## src/rtl/uart_pkg.sv

```systemverilog
// Shared definitions for the parametrised UART transmitter.
// Optional parity is enabled with the UART_TX_PARITY_EN macro; without it the
// PARITY state does not exist and frames go straight from data to stop.
package uart_pkg;

    localparam logic IDLE_LEVEL = 1'b1;

    typedef enum logic [2:0] {
        IDLE   = 3'd0,
        START  = 3'd1,
        DATA   = 3'd2,
`ifdef UART_TX_PARITY_EN
        PARITY = 3'd3,
`endif
        STOP   = 3'd4
    } state_t;

    // Ceiling log2 usable in constant expressions; clog2(1) = 0.
    function automatic int clog2(input int v);
        int r;
        int x;
        r = 0;
        x = v - 1;
        while (x > 0) begin
            r++;
            x = x >> 1;
        end
        return r;
    endfunction

endpackage

```

## src/rtl/uart_tx_fifo.sv

```systemverilog
// Synchronous word FIFO feeding the transmitter. Pointers carry one extra
// wrap bit so full and empty are distinguished without a separate counter.
module uart_tx_fifo
    import uart_pkg::*;
#(
    parameter int DATA_W     = 8,
    parameter int FIFO_DEPTH = 4
) (
    input  logic                         clk,
    input  logic                         rst_n,
    input  logic                         push,
    input  logic [DATA_W-1:0]            wdata,
    input  logic                         pop,
    output logic [DATA_W-1:0]            rdata,
    output logic [clog2(FIFO_DEPTH):0]   level,
    output logic                         full,
    output logic                         empty
);

    localparam int AW = clog2(FIFO_DEPTH);

    logic [DATA_W-1:0] mem [FIFO_DEPTH];
    logic [AW:0]       wr_ptr;
    logic [AW:0]       rd_ptr;
    logic              do_push;
    logic              do_pop;

    assign do_push = push && !full;
    assign do_pop  = pop && !empty;

    assign full  = (wr_ptr[AW] != rd_ptr[AW]) && (wr_ptr[AW-1:0] == rd_ptr[AW-1:0]);
    assign empty = (wr_ptr == rd_ptr);
    assign level = wr_ptr - rd_ptr;
    assign rdata = mem[rd_ptr[AW-1:0]];

    // Storage array; contents need no reset since pointers gate every read.
    always_ff @(posedge clk) begin
        if (do_push) mem[wr_ptr[AW-1:0]] <= wdata;
    end

    // Read/write pointers; a reset flushes all queued words.
    always_ff @(posedge clk or negedge rst_n) begin
        if (!rst_n) begin
            wr_ptr <= '0;
            rd_ptr <= '0;
        end else begin
            if (do_push) wr_ptr <= wr_ptr + 1'b1;
            if (do_pop)  rd_ptr <= rd_ptr + 1'b1;
        end
    end

endmodule

```

## src/rtl/uart_tx_param.sv

```systemverilog
// Parametrised UART transmitter: word FIFO with valid/ready input, internal
// baud divider, DATA_W data bits LSB first, STOP_BITS stop bits.
// Define UART_TX_PARITY_EN to insert a parity bit (even, or odd with
// PARITY_ODD=1) between the data and stop bits.
module uart_tx_param
    import uart_pkg::*;
#(
    parameter int DATA_W       = 8,
    parameter int CLKS_PER_BIT = 16,
    parameter int STOP_BITS    = 1,
    parameter int FIFO_DEPTH   = 4,
    parameter int PARITY_ODD   = 0
) (
    input  logic                         clk,
    input  logic                         rst_n,
    input  logic                         din_vld,
    input  logic [DATA_W-1:0]            din_byte,
    output logic                         din_rdy,
    output logic                         ser_out,
    output logic                         tx_busy,
    output logic                         uart_ready,
    output logic [clog2(FIFO_DEPTH):0]   fifo_level
);

    localparam int BIT_W  = clog2(DATA_W + 1);
    localparam int BAUD_W = clog2(CLKS_PER_BIT);
    localparam logic [BAUD_W-1:0] BAUD_LAST = BAUD_W'(CLKS_PER_BIT - 1);
    localparam logic [BIT_W-1:0]  DATA_LAST = BIT_W'(DATA_W - 1);
    localparam logic [BIT_W-1:0]  STOP_LAST = BIT_W'(STOP_BITS - 1);

    // PARITY_ODD is a single flag; larger values have no meaning.
    if (PARITY_ODD > 1) begin : g_parity_odd_out_of_range
    end

    state_t              state_q, state_d;
    logic [BAUD_W-1:0]   baud_q, baud_d;
    logic [BIT_W-1:0]    bit_q, bit_d;
    logic [DATA_W-1:0]   shreg_q, shreg_d;
    logic                ser_d;
    logic                baud_end;
    logic                pop;
    logic [DATA_W-1:0]   fifo_rdata;
    logic                fifo_full;
    logic                fifo_empty;
`ifdef UART_TX_PARITY_EN
    logic [DATA_W-1:0]   word_q, word_d;
`endif

    uart_tx_fifo #(
        .DATA_W     (DATA_W),
        .FIFO_DEPTH (FIFO_DEPTH)
    ) u_fifo (
        .clk   (clk),
        .rst_n (rst_n),
        .push  (din_vld),
        .wdata (din_byte),
        .pop   (pop),
        .rdata (fifo_rdata),
        .level (fifo_level),
        .full  (fifo_full),
        .empty (fifo_empty)
    );

    assign din_rdy    = !fifo_full;
    assign tx_busy    = (state_q != IDLE);
    assign uart_ready = fifo_empty && (state_q == IDLE);
    assign baud_end   = (baud_q == BAUD_LAST);

    // State, counters and shift register.
    always_ff @(posedge clk or negedge rst_n) begin
        if (!rst_n) begin
            state_q <= IDLE;
            baud_q  <= '0;
            bit_q   <= '0;
            shreg_q <= '0;
        end else begin
            state_q <= state_d;
            baud_q  <= baud_d;
            bit_q   <= bit_d;
            shreg_q <= shreg_d;
        end
    end

`ifdef UART_TX_PARITY_EN
    // Copy of the popped word; parity must not see the shifting register.
    always_ff @(posedge clk or negedge rst_n) begin
        if (!rst_n) word_q <= '0;
        else        word_q <= word_d;
    end
`endif

    // Registered line driver; reset forces the line idle immediately.
    always_ff @(posedge clk or negedge rst_n) begin
        if (!rst_n) ser_out <= IDLE_LEVEL;
        else        ser_out <= ser_d;
    end

    // Next-state logic: frame sequencing, baud/bit counting, FIFO pops.
    always_comb begin
        state_d = state_q;
        baud_d  = baud_q;
        bit_d   = bit_q;
        shreg_d = shreg_q;
        pop     = 1'b0;
`ifdef UART_TX_PARITY_EN
        word_d  = word_q;
`endif
        if (state_q != IDLE) baud_d = baud_end ? '0 : baud_q + 1'b1;

        case (state_q)
            IDLE: begin
                if (!fifo_empty) begin
                    pop     = 1'b1;
                    shreg_d = fifo_rdata;
`ifdef UART_TX_PARITY_EN
                    word_d  = fifo_rdata;
`endif
                    baud_d  = '0;
                    bit_d   = '0;
                    state_d = START;
                end
            end
            START: begin
                if (baud_end) state_d = DATA;
            end
            DATA: begin
                if (baud_end) begin
                    shreg_d = shreg_q >> 1;
                    if (bit_q == DATA_LAST) begin
                        bit_d = '0;
`ifdef UART_TX_PARITY_EN
                        state_d = PARITY;
`else
                        state_d = STOP;
`endif
                    end else begin
                        bit_d = bit_q + 1'b1;
                    end
                end
            end
`ifdef UART_TX_PARITY_EN
            PARITY: begin
                if (baud_end) state_d = STOP;
            end
`endif
            STOP: begin
                if (baud_end) begin
                    if (bit_q == STOP_LAST) begin
                        bit_d = '0;
                        if (!fifo_empty) begin
                            // Back-to-back: next start bit follows the last stop bit directly.
                            pop     = 1'b1;
                            shreg_d = fifo_rdata;
`ifdef UART_TX_PARITY_EN
                            word_d  = fifo_rdata;
`endif
                            state_d = START;
                        end else begin
                            state_d = IDLE;
                        end
                    end else begin
                        bit_d = bit_q + 1'b1;
                    end
                end
            end
            default: state_d = IDLE;
        endcase
    end

    // Line level for the current state, registered one cycle later.
    always_comb begin
        ser_d = IDLE_LEVEL;
        case (state_q)
            START:  ser_d = 1'b0;
            DATA:   ser_d = shreg_q[0];
`ifdef UART_TX_PARITY_EN
            PARITY: ser_d = (^word_q) ^ 1'(PARITY_ODD);
`endif
            default: ser_d = IDLE_LEVEL;
        endcase
    end

endmodule

```

## config.mk

```make
export PLATFORM = sky130hd
export DESIGN_NAME = uart_tx_param
export DESIGN_NICKNAME = d
export VERILOG_FILES = /design/src/rtl/uart_pkg.sv /design/src/rtl/uart_tx_fifo.sv /design/src/rtl/uart_tx_param.sv
export SDC_FILE = /design/constraint.sdc
export NUM_CORES = 1
export LEC_CHECK = 0
export ABC_AREA = 1
export ABC_CLOCK_PERIOD_IN_PS = 2500
export CAP_MARGIN = 20
export CORE_ASPECT_RATIO = 1.2
export CORE_MARGIN = 2
export CORE_UTILIZATION = 45
export CTS_CLUSTER_DIAMETER = 120
export DETAILED_ROUTE_END_ITERATION = 12
export PLACE_DENSITY = 0.67
export SETUP_SLACK_MARGIN = 0.3
export SYNTH_ARGS = -nofsm -noshare
export SYNTH_HDL_FRONTEND = slang
export SYNTH_HIERARCHICAL = 1
export SYNTH_SLANG_ARGS = --single-unit
```

## constraint.sdc

```tcl
create_clock -name clk -period 2.5 [get_ports clk]
set_clock_uncertainty 0.15 [all_clocks]
set_input_delay 0.25 -clock clk [delete_from_list [all_inputs] [get_ports clk]]
set_output_delay 0.25 -clock clk [all_outputs]
set_load 0.01 [all_outputs]
```

Word level (Yosys, flattened, before mapping)
Memory sizes are Yosys's and may differ from the RTL's. Index checks and enable logic that the tools add are counted.

Memories kept: 1. Bits in registers: 26. Bits in writable memories: 32.

Reduce and logical (&&, ||, !) cells: 13. Eq/ne operators: 14. Mux-type cells: 30. Add/sub/neg operators: 5.

Memories: u_fifo.mem (depth 4, width 8, read ports 1, clocked after Yosys merged registers in 0, wr ports 1, RTL line uart_tx_fifo.sv:22) `logic [DATA_W-1:0] mem [FIFO_DEPTH];`.

Operators by type and width (number): 4-bit two-way mux (9); 8-bit two-way mux (4); 8-bit one-hot mux with 3 select lines (1); 3-bit two-way mux (6); 2-bit inequality test, second input constant (6); 3-bit one-hot mux with 4 select lines (1); 4-bit one-hot mux with 3 select lines (1); 4-bit by 1-bit adder with 4-bit output, second input constant (2); 4-bit AND reduction (2); 3-bit by 1-bit adder with 3-bit output, second input constant (2); 1-bit two-way mux (6); 6-bit AND reduction (1); 3-bit nonzero test (2); 4-bit by 3-bit == test with 1-bit output, second input constant (1); 4-bit == test, second input constant (1); 1-bit logical AND (4); 4-bit logical NOT (1); 1-bit one-hot mux with 2 select lines (2); 3-bit by 1-bit == test with 1-bit output, second input constant (1); 3-bit by 2-bit == test with 1-bit output, second input constant (1); 3-bit == test (1); 3-bit == test, second input constant (1); 3-bit logical NOT (1); 3-bit subtractor (1); other kinds (3) (4).

Longest topological paths before layout
Gate-level depths: netlist of the first run.

Depth in word-level cells: 6. Gate-level depth with buffers: 14. Depth with buffers taken out: 12.

By module
Netlist of the first run, hierarchy kept.

By module, submodules not included: uart_tx_fifo (area an instance 1692.9 um2, times used 1, sequential area each 1111.1 um2, cells an instance 141); uart_tx_param (area an instance 1197.4 um2, times used 1, sequential area each 501.7 um2, cells an instance 151).

Least setup slack after synthesis of the first run
Ideal clock, no wire load.

Path kind: register to register. Start point: register u_fifo.rd_ptr[1]. End point: register shreg_q[4]. Stages on the path, launching flop included: 15. Library setup time: 0.121 ns. Arrival time: 1.852 ns. Period minus slack after synthesis: 2.122 ns. Slack: 0.378 ns. Path through: dfrtp_1 > buf_2 > inv_1 > ha_1 > nand2_1 > inv_1 > nand3_2 > inv_1 > inv_1 > nand2_1 > nand2_1 > nand3_4 > buf_6 > nand2_1 > o21ai_2.

Cells in the longest elaborated chain, start to end: 5. Elaborated cells on any way between the ends: 6. Classes of those cells: eq/ne (1); mux (4); memory (1).

RTL lines: start: declaration (RTL line uart_tx_fifo.sv:24) `logic [AW:0] rd_ptr;`; start signal: assignment (RTL line uart_tx_fifo.sv:48) `if (do_pop) rd_ptr <= rd_ptr + 1'b1;`; 3-bit == test * (RTL line uart_tx_fifo.sv:32) `assign empty = (wr_ptr == rd_ptr);`; named net fifo_empty (RTL line uart_tx_param.sv:44) `logic fifo_empty;`; 8-bit two-way mux * (RTL line uart_tx_param.sv:112, uart_tx_param.sv:150); 8-bit two-way mux (RTL line uart_tx_param.sv:148) `if (bit_q == STOP_LAST) begin`; 8-bit two-way mux (RTL line uart_tx_param.sv:147) `if (baud_end) begin`; 8-bit one-hot mux with 3 select lines * (RTL line uart_tx_param.sv:110) `case (state_q)`; end signal: assignment (RTL line uart_tx_param.sv:80) `shreg_q <= shreg_d;`; end: declaration (RTL line uart_tx_param.sv:38) `logic [DATA_W-1:0] shreg_q, shreg_d;`.

The timed path passes the listed nets; every way through them passes the cells marked *. The select of a mux whose other input is x is not followed. A chain may end at the register's enable or synchronous reset.

Worst setup path in the final report of the first run
Start point: register u_fifo.wr_ptr[0]. End point: output port uart_ready.

Cells in the longest elaborated chain, start to end: 2.

RTL lines: start: declaration (RTL line uart_tx_fifo.sv:23) `logic [AW:0] wr_ptr;`; start signal: assignment (RTL line uart_tx_fifo.sv:47) `if (do_push) wr_ptr <= wr_ptr + 1'b1;`; 3-bit == test (RTL line uart_tx_fifo.sv:32); named net fifo_empty (RTL line uart_tx_param.sv:44); 1-bit logical AND (RTL line uart_tx_param.sv:66) `assign uart_ready = fifo_empty && (state_q == IDLE);`; end: declaration (RTL line uart_tx_param.sv:21) `output logic uart_ready,`.

The timed path passes the listed nets, and every way through them passes these cells.

==> out/metrics.yaml, run 1 <==
status: "finished clean"
syn_to_final_growth_pct: 17.84
fp.dieW_um: 77.16
synth.top_cell.area_share_pct: 33.25
antenna_cells: 0
wire_per_inst_um: 12.11
required_ns: 2.10
clock-sinks: 58
start_util_pct: 45.69
syn_area_mm2: 0.002890
synth_seq_cells: 58
synth_cell_type_count: 29
setup_tns_ns: 0
postLayoutCoreUtil_pct: 53.84
syn_nets: 314
drc_errors: 0
dr.pass1.iters: 4
rows: 32
synth_warnings: 6
rsz0062_at_grt: "yes"
cts_root_buffer: "clkbuf_8"
antenna_found_initial: 0
synthCells: 292
cts_tree: "done"
routed_wl_mm: 5.013
vias_per_cell: 4.783
fmax_mhz: 474.2
fin_crit_sh_pct: 84.36
worstSetupStartpointType: "flip-flop"
path_class: "reg2out"
place_hpwl_mm: 3.516
worst_ir_drop_vdd_mv: 0.6135
cts_buffers: 9
crit_chain: "inv_2, ha_1, nand2_1, inv_2, nand3_4, inv_1, inv_1, nor2_4, clkbuf_2"
finalMaxSlewViolations: 0
finalWorstPathRequiredPeriod_ns: 2.109
hold_viol: 0
yosysMostFrequentCell: "nand2_1"
first_global_vias: 1932
nets: 346
clk_pin_slew_ns: 0.07
postRouteAntennaNets: 0
cts_hold_buf: 0
p_leak_nw: 1.454
clkLatencyLatePin_ns: 0.34
hold_class: "in2async"
grt_pass1_wl_mm: 8.714
setup_viol: 0
synth_flop_cell: "edfxtp_1"
worst_slew_pin_slew_ns: 0.5713
cap_violations: 0
grt_overflow: 0
async_flop_share_pct: 44.83
io_buffers: 17
track_usage_pct: 16.10
seq_area_frac_synth_pct: 55.80
synth_enable_flop_cells: 32
critical-path-slowest-cell: "dfrtp_1"
globalplace.congestion: 0.8389
htree_levels: 3
ios: 18
relSlewSlack_pct: 61.79
drtIter0Drc: 122
synth.avg_cell_area_um2: 9.898
coreArea_mm2: 0.006326
cp-end-kind: "output pin"
synth_area_leader_cell: "edfxtp_1"
crit_arrival_ns: 1.71
p_per_area_mw_per_mm2: 1323
vias: 1980
clock_path_buffers: 2
drive_gt1_share_pct: 19.15
grt_max_degree: 20
synth.area.top_cells: "edfxtp_1 33%, dfrtp_1 22%, nand2_1 7.3%, o21ai_0 5.0%, nor2_1 4.9%"
die-area_mm2: 0.007083
yosys-top-cells-count: "56 x nand2_1, 38 x nor2_1, 32 x edfxtp_1"
cpPeakStageDelay_ns: 0.36
path_max_fanout: 6
die_height_um: 91.79
[final cells by class]
cell class / instances / area, um2
inverters: 30 / 117.6
clock inverters: 7 / 101.3
fillers: 589 / 2920
flip-flops and latches: 58 / 1613
repair buffers: 27 / 234.0
well taps: 85 / 106.4
multi-input cells: 198 / 1110
clock buffers: 9 / 123.9
[state kept, by name (all words and copies together), names as in the netlist]
register	flops
baud_q	4
bit_q	4
ser_out	1
shreg_q	8
state_q	3
u_fifo/mem	32
u_fifo/rd_ptr	3
u_fifo/wr_ptr	3
[routing by layer]
| metal | vias up | wire length [um] | GRT usage (%) |
|---|---|---|---|
| met2 | 30 | 2531 | 27.17 |
| li1 | 1033 | - | - |
| met5 | - | 0 | 0 |
| met4 | 0 | 135 | 8.929 |
| met3 | 13 | 161 | 3.937 |
| met1 | 904 | 2185 | 18.69 |
[final timing paths]
| path | slack [ns] | startpoint | depth (start not counted) | to |
|---|---|---|---|---|
| worst max-delay path | 0.39 | u_fifo/wr_ptr[0] | 9 | uart_ready |
| worst min-delay path | 0.12 | rst_n | 1 | baud_q[2] |
| worst max register to register | 0.55 | u_fifo/wr_ptr[0] | 12 | shreg_q[7] |
| worst min register to register | 0.33 | shreg_q[7] | 2 | shreg_q[7] |
| max in group asynchronous | 1.45 | rst_n | 2 | u_fifo/rd_ptr[1] |
| min in group clk | 0.33 | shreg_q[7] | 2 | shreg_q[7] |
[cell families after synthesis]
kind of cell    after synthesis  share of synthesized area, %
xor+xnor                      3                        0.9093
simple gates                133                         22.73
fa+ha+maj                    11                         5.022
buf+inv                      36                         6.060
flops                        58                         55.80
compound gates               51                         9.480
[where the power goes]
| group | leakage, nW | switching [mW] | internal [mW] |
|---|---|---|---|
| logic | 0.727 | 1.25 | 0.795 |
| clock network | 0.106 | 0.397 | 0.567 |
| registers | 0.621 | 0.165 | 1.33 |
| total | 1.45 | 1.81 | 2.69 |
[stage by stage]
step	power [mW]	instance area (um2)	hold WS, ns	worst slack (ns)	std cells
6_report	4.504	3406	0.1229	0.3911	414
5_1_grt	4.912	3406	0.1494	0.2478	414
4_1_cts	4.535	3398	0.1347	0.1649	413
3_5_place_dp	3.591	3169	0.3190	0.1742	396
3_3_place_gp	3.554	3169	0.3089	0.1991	396
2_1_floorplan	3.038	2890	-0.1956	0.3779	292
[repair_timing]
action,4_1_cts,5_1_grt
pin swaps,0,1
gates resized for setup,6,6
endpoints found under the setup margin,4,4
setup buffers,1,1
[cells in the final DEF (no fill, tap or decap), drive strengths merged, types with 4 or more instances in the layout]
cell            n
a21oi           4
buf            10
clkbuf         11
clkdlybuf4s50  13
dfrtp          25
edfxtp         32
ha             10
inv            31
nand2          65
nand3          18
nor2           42
o21ai          38
o22ai           9
or2             8
[worst max-delay path, delay by kind of cell, from the launching register on]
kind | cells | cell delay [ns]
adder cells (fa/ha/maj) | 1 | 0.29
buffers and inverters | 5 | 0.42
flip-flops | 1 | 0.36
AND/OR/NAND/NOR | 3 | 0.29
No activity file was read; power rests on OpenSTA's default activity.
==> inputs of run 2 (changes only) <==
--- a/config.mk
+++ b/config.mk
@@ -6,14 +6,14 @@
 export NUM_CORES = 1
 export LEC_CHECK = 0
 export ABC_AREA = 1
-export ABC_CLOCK_PERIOD_IN_PS = 2500
+export ABC_CLOCK_PERIOD_IN_PS = 1800
 export CAP_MARGIN = 20
 export CORE_ASPECT_RATIO = 1.2
 export CORE_MARGIN = 2
 export CORE_UTILIZATION = 45
 export CTS_CLUSTER_DIAMETER = 120
 export DETAILED_ROUTE_END_ITERATION = 12
-export PLACE_DENSITY = 0.67
+export PLACE_DENSITY = 0.7
 export SETUP_SLACK_MARGIN = 0.3
 export SYNTH_ARGS = -nofsm -noshare
 export SYNTH_HDL_FRONTEND = slang
==> constraint.sdc (replaced) <==
create_clock -name clk -period 1.8 [get_ports clk]
set_clock_uncertainty 0.15 [all_clocks]
set_input_delay 0.18 -clock clk [delete_from_list [all_inputs] [get_ports clk]]
set_output_delay 0.18 -clock clk [all_outputs]
set_load 0.01 [all_outputs]
==> run 2 against run 1 <==
Against the previous run: non-clock buffer count is 28 higher; the flow now finishes with violations (setup timing); clock-buffer cell count stayed put; routed wire length is 18% higher; sequential share of layout area is 6.4 points lower; first-iteration DRC count is 9.8% higher.
==> out/metrics.yaml, run 2 (synthesized netlist as in run 1, its figures left out) <==
fin_area_mm2: 0.003949  # +16%
syn_to_final_growth_pct: 36.62
place_hpwl_mm: 3.668  # +4.3%
fillCellCount: 526  # -11%
hold_viol: 0  # unchanged
path_max_fanout: 3  # -3
final_common_cell: "nand2_1"
fmax_mhz: 527.1
cts_root_buffer: "clkbuf_8"
largest_register_ffs: 32  # unchanged
clock-sinks: 58  # unchanged
wire_per_inst_um: 13.34  # +10%
finalWorstPathRequiredPeriod_ns: 1.897
worst_slew_pin_slew_ns: 0.3513  # -0.2200 ns
cap_violations: 0  # unchanged
fin_crit_sh_pct: 105.4
pwr-share-clk_pct: 15.3  # -6.1 points
nets: 375  # +8.4%
die-area_mm2: 0.007083  # unchanged
rsz0062_at_grt: "yes"
fin_cells: 443  # +7.0%
placedCellCount: 407  # +2.8%
routed_wl_mm: 5.910  # +18%
grt_max_degree: 27  # +35%
grt_overflow: 0  # unchanged
placed_area_mm2: 0.003393  # +7.1%
holdWs_ns: 0.05768  # -0.06523 ns
rows: 32  # unchanged
start_util_pct: 45.69  # unchanged
cts_hold_buf: 0  # unchanged
setup_viol: 32  # +32
pre_cts_ws_ns: -0.2144  # -0.3886 ns
globalplace.congestion: 0.8606  # +2.6%
mostFrequentLayoutCells: "36 x nand2_1, 32 x edfxtp_1, 31 x nor2_1, 24 x buf_4, 23 x dfrtp_1"
htree_levels: 3  # unchanged
track_usage_pct: 18.26  # +2.2 points
finalMaxSlewViolations: 0  # unchanged
postRouteAntennaNets: 0  # unchanged
seqPwrFrac_pct: 27.4  # -5.9 points
grt_pass1_wl_mm: 10.05  # +15%
io_buffers: 17  # unchanged
p_comb_share_pct: 57.3  # +12 points
path_class: "reg2out"
clock_path_buffers: 2  # unchanged
p_switching_mw: 3.226  # +78%
ios: 18  # unchanged
status: "finished with violations"
hold_class: "in2async"
postLayoutCoreUtil_pct: 62.42  # +8.6 points
drive_gt1_share_pct: 40.78  # +22 points
first_global_vias: 2185  # +13%
drtIter0Drc: 134  # +9.8%
crit_arrival_ns: 1.57  # -0.14 ns
layout_setup_ws_ns: -0.09702  # -0.4881 ns
antenna_cells: 0  # unchanged
vias_per_cell: 4.935  # +3.2%
intPower_mw: 4.479  # +66%
cp-end-kind: "output pin"
vias: 2186  # +10%
cts_buffers: 9  # unchanged
required_ns: 1.47  # -0.63 ns
violations: "setup timing"
worst_ir_drop_vdd_mv: 0.9449  # +54%
worstSetupStartpointType: "flip-flop"
fp.dieW_um: 77.16  # unchanged
antenna_found_initial: 0  # unchanged
relSlewSlack_pct: 76.58  # +15 points
clkLatencyLatePin_ns: 0.34  # about the same
cts_tree: "done"
p_per_area_mw_per_mm2: 1951  # +48%
clk_pin_slew_ns: 0.07  # about the same
coreArea_mm2: 0.006326  # unchanged
die_height_um: 91.79  # unchanged
swShare_pct: 41.87  # +1.7 points
dr.pass1.iters: 4  # unchanged
p_leak_nw: 1.645  # +13%
drc_errors: 0  # unchanged
## run 2: cell types whose count changed in the layout (fill, tap and decap cells not counted), sizes merged
cell | previous run | this run
nand3 | 18 | 19
clkdlybuf4s15 | 1 | 0
bufinv | 2 | 1
clkinv | 2 | 4
clkbuf | 11 | 9
buf | 10 | 44
inv | 31 | 29
clkdlybuf4s50 | 13 | 10
clkinvlp | 2 | 3
## run 2: final timing paths
check	startpoint	end	slack, ns	cells after the start
max	u_fifo/rd_ptr[1]	uart_ready	-0.1	9
min	rst_n	bit_q[2]	0.06	2
max reg2reg	u_fifo/rd_ptr[1]	u_fifo/mem[2][0]	-0.09	10
min reg2reg	shreg_q[7]	shreg_q[7]	0.34	2
max in group asynchronous	rst_n	ser_out	1.14	2
min in group clk	din_byte[2]	u_fifo/mem[2][2]	0.32	1
## run 2: per-stage QoR
step           total power [mW]  setup TNS, ns
6_report                  7.705         -2.529
5_1_grt                   8.262         -5.424
4_1_cts                   7.310        -0.3301
3_5_place_dp              5.540         -1.825
3_3_place_gp              5.455         -1.087
2_1_floorplan             4.528       -0.03029
## run 2: per-layer routing
layer  track usage [%]  part of all wire [%]  vias to the layer above  wire length [um]
met4             7.738                   1.2                        0                73
met2             31.01                    53                       46              3137
met3             4.724                   3.9                        9               229
met1             21.91                    42                     1036              2470
li1                  -                     -                     1095                 -
met5                 0                     0                        -                 0
## run 2: power groups by stage
stage | Sequential, mW | Clock, mW | Combinational [mW]
after floorplan | 2.10 | 0 | 2.42
after global placement | 2.11 | 0 | 3.35
after detailed placement | 2.12 | 0 | 3.42
after CTS | 2.10 | 1.19 | 4.02
after global routing | 2.15 | 1.26 | 4.86
final | 2.11 | 1.18 | 4.42
## run 2: what timing repair did
action | 4_1_cts | 5_1_grt
pin swaps | 13 | 11
cloned | 1 | 0
endpoints found under the setup margin | 64 | 63
hold endpoints to repair | 0 | 0
buffers inserted | 8 | 11
resized for setup | 65 | 24
## run 2: final cells by class
cell class	count	area [um2]	area share [%]
sequential	58	1615	40.91
multi-input combinational	199	1366	34.60
timing repair buffer	55	521.8	13.21
inverter	30	145.1	3.676
clock buffer	9	123.9	3.137
tap	85	106.4	2.693
clock inverter	7	70.07	1.774
## run 2: critical path: stages (launching register included)
cell     delay [ns]
dfrtp_2        0.42
inv_8          0.05
ha_4           0.27
nand2_4        0.05
inv_4          0.05
nand3_4        0.07
inv_2          0.05
inv_2          0.04
nor2_4         0.12
buf_6          0.11
